## src/rtl/vga_sync_gen.sv

```systemverilog
// VGA raster timing generator: prescaled pixel clock, h/v counters, sync/active decode, line/frame strobes.
// Latency: all outputs are registered on the pixel-advance edge and describe the same pixel (zero skew).
// Backpressure: none; enable low freezes every counter and output, and forces the strobes to 0.
//
// Ports:
//   clk          single clock
//   reset        asynchronous, active-low reset
//   enable       run when high, freeze when low
//   pix_tick     one-clk strobe on each pixel advance
//   hsync/vsync  sync outputs, asserted level HS_POL/VS_POL
//   active       current pixel lies in the visible region
//   x/y          current horizontal/vertical count (valid during blanking too)
//   line_start   one-clk strobe when x becomes 0
//   frame_start  one-clk strobe when x and y both become 0
module vga_sync_gen #(
  parameter int unsigned CLK_DIV  = 2,
  parameter int unsigned H_ACTIVE = 640,
  parameter int unsigned H_FP     = 16,
  parameter int unsigned H_SYNC   = 96,
  parameter int unsigned H_BP     = 48,
  parameter int unsigned V_ACTIVE = 480,
  parameter int unsigned V_FP     = 10,
  parameter int unsigned V_SYNC   = 2,
  parameter int unsigned V_BP     = 33,
  parameter bit          HS_POL   = 1'b0,
  parameter bit          VS_POL   = 1'b0,
  parameter int unsigned XW       = 10,
  parameter int unsigned YW       = 10
) (
  input  logic          clk,
  input  logic          reset,
  input  logic          enable,
  output logic          pix_tick,
  output logic          hsync,
  output logic          vsync,
  output logic          active,
  output logic [XW-1:0] x,
  output logic [YW-1:0] y,
  output logic          line_start,
  output logic          frame_start
);

  localparam int unsigned H_TOTAL = H_ACTIVE + H_FP + H_SYNC + H_BP;
  localparam int unsigned V_TOTAL = V_ACTIVE + V_FP + V_SYNC + V_BP;
  localparam int unsigned PW      = (CLK_DIV > 1) ? $clog2(CLK_DIV) : 1;

  localparam logic [PW-1:0] PS_LAST = PW'(CLK_DIV - 1);
  localparam logic [XW-1:0] H_LAST  = XW'(H_TOTAL - 1);
  localparam logic [YW-1:0] V_LAST  = YW'(V_TOTAL - 1);

  // Region bounds kept at 32 bits so an end bound equal to 2^XW does not truncate to 0.
  localparam logic [31:0] HS_START = H_ACTIVE + H_FP;
  localparam logic [31:0] HS_END   = H_ACTIVE + H_FP + H_SYNC;
  localparam logic [31:0] VS_START = V_ACTIVE + V_FP;
  localparam logic [31:0] VS_END   = V_ACTIVE + V_FP + V_SYNC;

  if (H_SYNC == 0 || V_SYNC == 0) begin : g_bad_sync
    $error("vga_sync_gen: H_SYNC and V_SYNC must be non-zero");
  end
  if (CLK_DIV < 1 || CLK_DIV > 16) begin : g_bad_div
    $error("vga_sync_gen: CLK_DIV must be in 1..16");
  end

  logic [PW-1:0] ps_q, ps_d;
  logic [XW-1:0] h_q, h_d;
  logic [YW-1:0] v_q, v_d;
  logic          hsync_q, vsync_q, active_q;
  logic          tick_q, ls_q, fs_q;
  logic          ps_wrap;

  // Next-state counters. h/v only move on the enabled cycle where the prescaler wraps.
  always_comb begin
    ps_wrap = enable && (ps_q == PS_LAST);
    ps_d    = ps_q;
    h_d     = h_q;
    v_d     = v_q;
    if (enable) begin
      if (ps_wrap) begin
        ps_d = '0;
        if (h_q == H_LAST) begin
          h_d = '0;
          v_d = (v_q == V_LAST) ? '0 : v_q + YW'(1);
        end else begin
          h_d = h_q + XW'(1);
        end
      end else begin
        ps_d = ps_q + PW'(1);
      end
    end
  end

  // Decode the pixel about to be presented, so outputs register together with h/v.
  logic [31:0] h_nx, v_nx;
  logic        hsync_d, vsync_d, active_d;
  assign h_nx     = 32'(h_d);
  assign v_nx     = 32'(v_d);
  assign hsync_d  = (h_nx >= HS_START && h_nx < HS_END) ? HS_POL : ~HS_POL;
  assign vsync_d  = (v_nx >= VS_START && v_nx < VS_END) ? VS_POL : ~VS_POL;
  assign active_d = (h_nx < H_ACTIVE) && (v_nx < V_ACTIVE);

  always_ff @(posedge clk or negedge reset) begin
    if (!reset) begin
      ps_q     <= '0;
      h_q      <= '0;
      v_q      <= '0;
      hsync_q  <= ~HS_POL;
      vsync_q  <= ~VS_POL;
      active_q <= 1'b1;
      tick_q   <= 1'b0;
      ls_q     <= 1'b0;
      fs_q     <= 1'b0;
    end else begin
      tick_q <= 1'b0;
      ls_q   <= 1'b0;
      fs_q   <= 1'b0;
      if (enable) begin
        ps_q <= ps_d;
        if (ps_wrap) begin
          h_q      <= h_d;
          v_q      <= v_d;
          hsync_q  <= hsync_d;
          vsync_q  <= vsync_d;
          active_q <= active_d;
          tick_q   <= 1'b1;
          ls_q     <= (h_d == '0);
          fs_q     <= (h_d == '0) && (v_d == '0);
        end
      end
    end
  end

  // Strobes are gated so they read 0 in any cycle where enable is low, even
  // the one immediately following a pixel advance.
  assign pix_tick    = tick_q & enable;
  assign line_start  = ls_q & enable;
  assign frame_start = fs_q & enable;
  assign hsync       = hsync_q;
  assign vsync       = vsync_q;
  assign active      = active_q;
  assign x           = h_q;
  assign y           = v_q;

endmodule
```

## config.mk

```make
export PLATFORM = sky130hd
export DESIGN_NAME = vga_sync_gen
export DESIGN_NICKNAME = d
export VERILOG_FILES = /design/src/rtl/vga_sync_gen.sv
export SDC_FILE = /design/constraint.sdc
export NUM_CORES = 1
export LEC_CHECK = 0
export ABC_AREA = 1
export CAP_MARGIN = 25
export CORE_UTILIZATION = 48
export CTS_BUF_LIST = sky130_fd_sc_hd__clkbuf_8 sky130_fd_sc_hd__clkbuf_16
export DETAILED_ROUTE_END_ITERATION = 8
export GPL_TIMING_DRIVEN = 0
export PLACE_DENSITY = 0.79
export SLEW_MARGIN = 20
export SYNTH_ARGS = -nofsm -noshare
export SYNTH_HDL_FRONTEND = slang
export SYNTH_SLANG_ARGS = --single-unit
```

## constraint.sdc

```tcl
create_clock -name clk -period 1.73 [get_ports clk]
set_input_delay 0.4325 -clock clk [delete_from_list [all_inputs] [get_ports clk]]
set_output_delay 0.4325 -clock clk [all_outputs]
set_load 0.05 [all_outputs]
```

==> out/results.tsv <==
stage	metric	value	unit
cells_and_area	drive_gt1_share	28.7	%
global_routing	grt_pass1_vias	1734	
power	ir_drop	0.000765	V
routing	dr.pass1.iters	4	
timing	fmax	552	MHz
cells_and_area	num_antenna_cells	0	
global_routing	grt_max_degree	28	
synth	synth-main-ff-cell	dfrtp_1	
critical_path	crit_type	register to register	
placed_design	place.gp.congestion	0.878	
timing	setup_ws	-0.0813	ns
clocking	clockBufferDepth	2	
routing	drtIter0Drc	181	
floorplanning	rows	22	
routing	vias	1896	
timing	tightestPinTransition	0.623	ns
power	power_density	918	nW/um^2
timing	hold_viol_final	0	
synth	syn-instance-count	276	
floorplanning	die_y	63.9	um
global_routing	antenna_found_initial	0	
clocking	cts_root_buf	clkbuf_8	
synth	post-synth-top-count-cell	nand2_1	
global_routing	track_usage	25.3	%
clocking	htree_levels	1	
placed_design	dpl_cell_area	2200	um^2
cells_and_area	syn2layout_area_growth	33.2	%
synth	avgSynthCellArea	6.66	um^2
clocking	cts.sinks	27	
critical_path	critPathRequiredTime	1.96	ns
power	p_comb_share	44.8	%
floorplanning	io_pins	29	
critical_path	setup.worst_path.start_class	register	
floorplanning	core	3660	um^2
synth	ys_seq_area_share	37.0	%
critical_path	endpoint_kind	register	
timing	slew_violations	0	
synth	synth.distinct_cells	26	
timing	finalCritPeriodShare	105	%
critical_path	critPathArrivalTime	2.04	ns
timing	fin_skew	0.00584	ns
outcome	outcome	finished with violations	
run	drv_cap	0	
timing	slew_headroom	58.5	%
synth	synth-edff-count	0	
synth	synth-seq-cells	27	
synth	yosysTopAreaCellShare	32.7	%
synth	synth_common_cells	nand2_1 (94), inv_1 (42), nor2_1 (39), dfrtp_1 (24), nand3_1 (22)	
placed_design	port_buffers	27	
routing	via_per_inst	5.10	
floorplanning	die_x	63.9	um
synth	yosys-top-cells-area	dfrtp_1 (33%), nand2_1 (19%), inv_1 (8.6%)	
timing	setup_tns	-0.204	ns
routing	routed_wl	4980	um
clocking	cts_tree	built	
global_routing	grt_remaining_overflow	0	
global_routing	use_met1	36.6	%
power	clockPowerShare	17.4	%
outcome	violations	setup timing	
synth	syn_area	1840	um^2
clocking	numCtsBuffers	3	
global_routing	grt_pass1_wl	7980	um
routing	drcViolationCount	0	
synth	syn_nets	282	
cells_and_area	layout.nets	331	
floorplanning	die_area	4080	um^2
synth	yosys_warnings	0	
power	pwr-share-seq	37.8	%
power	finalPower	2250	uW
placed_design	dp_cells	351	
power	p_sw	1040	uW
cells_and_area	fin_area	2450	um^2
routing	avgRoutedWirePerCell	13.4	um
synth	yosysTopAreaCell	dfrtp_1	
timing	holdWs	0.146	ns
placed_design	dp_hpwl	3270	um
global_routing	grtUsageMet2	38.8	%
power	leakage	0.00129	uW
timing	fin_crit	1.81	ns
routing	ant_nets	0	
timing	setup_violations	5	
power	p_int	1210	uW
clocking	clock_latency	0.29	ns
floorplanning	initial_core_util	50.2	%
power	p_sw_share	46.1	%
critical_path	critPathMaxFanout	5	
timing	rsz0062_at_grt	yes	
global_routing	grtUsageMet3	3.04	%
clocking	cts.clk_slew.worst_paths	0.10	ns
hold_path	min_path_type	input pin to async pin	
synth	async_flop_share	100	%
cells_and_area	stdcell_count	372	
global_routing	grt.busiest_layer	met2	
==> registers in the layout, summed over array words and instances, names as in the netlist <==
signal / cells
tick_q: 1
fs_q: 1
ls_q: 1
y: 10
active: 1
ps_q: 1
vsync: 1
x: 10
hsync: 1
==> worst max-delay path, cell delays in order, from the launching register on <==
cell and delay, ns:
dfrtp_2 0.47, inv_2 0.09, ha_4 0.13, nand2_4 0.05, nor2_4 0.11, nand4_1 0.22
nand2_1 0.12, nand2_1 0.07, nand2_2 0.12, nand2_1 0.07, nor2_1 0.08, nand3_1 0.10
nor2_1 0.12
==> power groups by stage <==
| stage | Clock, uW | Combinational [uW] | Sequential (uW) |
|---|---|---|---|
| 4_1_cts | 398 | 983 | 847 |
| 2_1_floorplan | 0 | 378 | 1170 |
| 3_3_place_gp | 0 | 935 | 877 |
| 6_report | 391 | 1010 | 849 |
| 5_1_grt | 417 | 1080 | 868 |
| 3_5_place_dp | 0 | 943 | 883 |
==> through the flow <==
stage                     utilization (%)  worst slack (ns)
after floorplan                         -           -0.0796
after global placement               60.2            -0.311
after detailed placement             60.0            -0.196
after CTS                            64.5           -0.0339
after global routing                 66.9            -0.155
final                                66.9           -0.0813
==> cell usage in the layout (no fill, tap or decap) <==
master,instances
buf_2,2
buf_4,15
inv_2,8
buf_6,3
o21ai_1,5
o21bai_1,1
clkdlybuf4s15_1,3
nor2_2,6
clkinvlp_4,1
dfstp_2,3
o211ai_1,1
nand3_2,2
inv_1,38
nand3b_1,1
ha_2,1
nand3_4,1
a21oi_1,1
ha_4,2
nand2_1,86
o21ai_2,2
nor3_1,4
dfrtp_1,13
or2_2,1
dlygate4sd2_1,13
nor2_4,5
o21ai_0,1
dfrtp_2,11
clkdlybuf4s15_2,5
nor3_4,1
nor2_8,3
nand2_2,8
clkbuf_8,3
clkbuf_4,1
nand3_1,20
nand4_1,11
clkbuf_2,5
nor2_1,33
nand2_4,4
==> routing by layer <==
metal | share of wire [%] | vias up
li1 | - | 946
met1 | 45 | 869
met2 | 47 | 74
met3 | 6.2 | 7
met4 | 1.4 | 0
met5 | 0 | -
==> cells by family (layout without fill, tap and decap cells) <==
logic type                 count (synthesis)  in the layout  share of synthesized area, %
adders and majority gates                  3              3                          2.04
DFF                                       27             27                          37.0
buffers and inverters                     50             97                          10.8
AOI/OAI and AO/OA                         11             11                          3.47
and+or+nand+nor                          185            186                          46.8
==> final timing paths <==
check,from,end,slack (ns),cells after the start
setup / recovery,y[0],fs_q,-0.08,12
hold / removal,reset,x[7],0.15,1
setup reg to reg,y[0],fs_q,-0.08,12
hold reg to reg,active,active,0.47,2
max in group asynchronous,reset,y[0],1.14,1
min in group clk,active,active,0.47,2
==> final cells by class <==
type                            count  area, um^2
Buffer                              4        27.5
Tap cell                           48        60.1
Multi-Input combinational cell    200        1080
Inverter                           46         173
Timing Repair Buffer               43         362
Sequential cell                    27         693
Fill cell                         304        1210
Clock inverter                      1        7.51
Clock buffer                        3        41.3
==> repair_timing <==
action | 4_1_cts | 5_1_grt
hold buffers | 0 | 0
resized for setup | 50 | 35
setup endpoints to repair | 31 | 15
pin swaps | 10 | 19
buffers inserted | 12 | 4
gates cloned | 1 | 0
(Power assumes the default switching activity.)
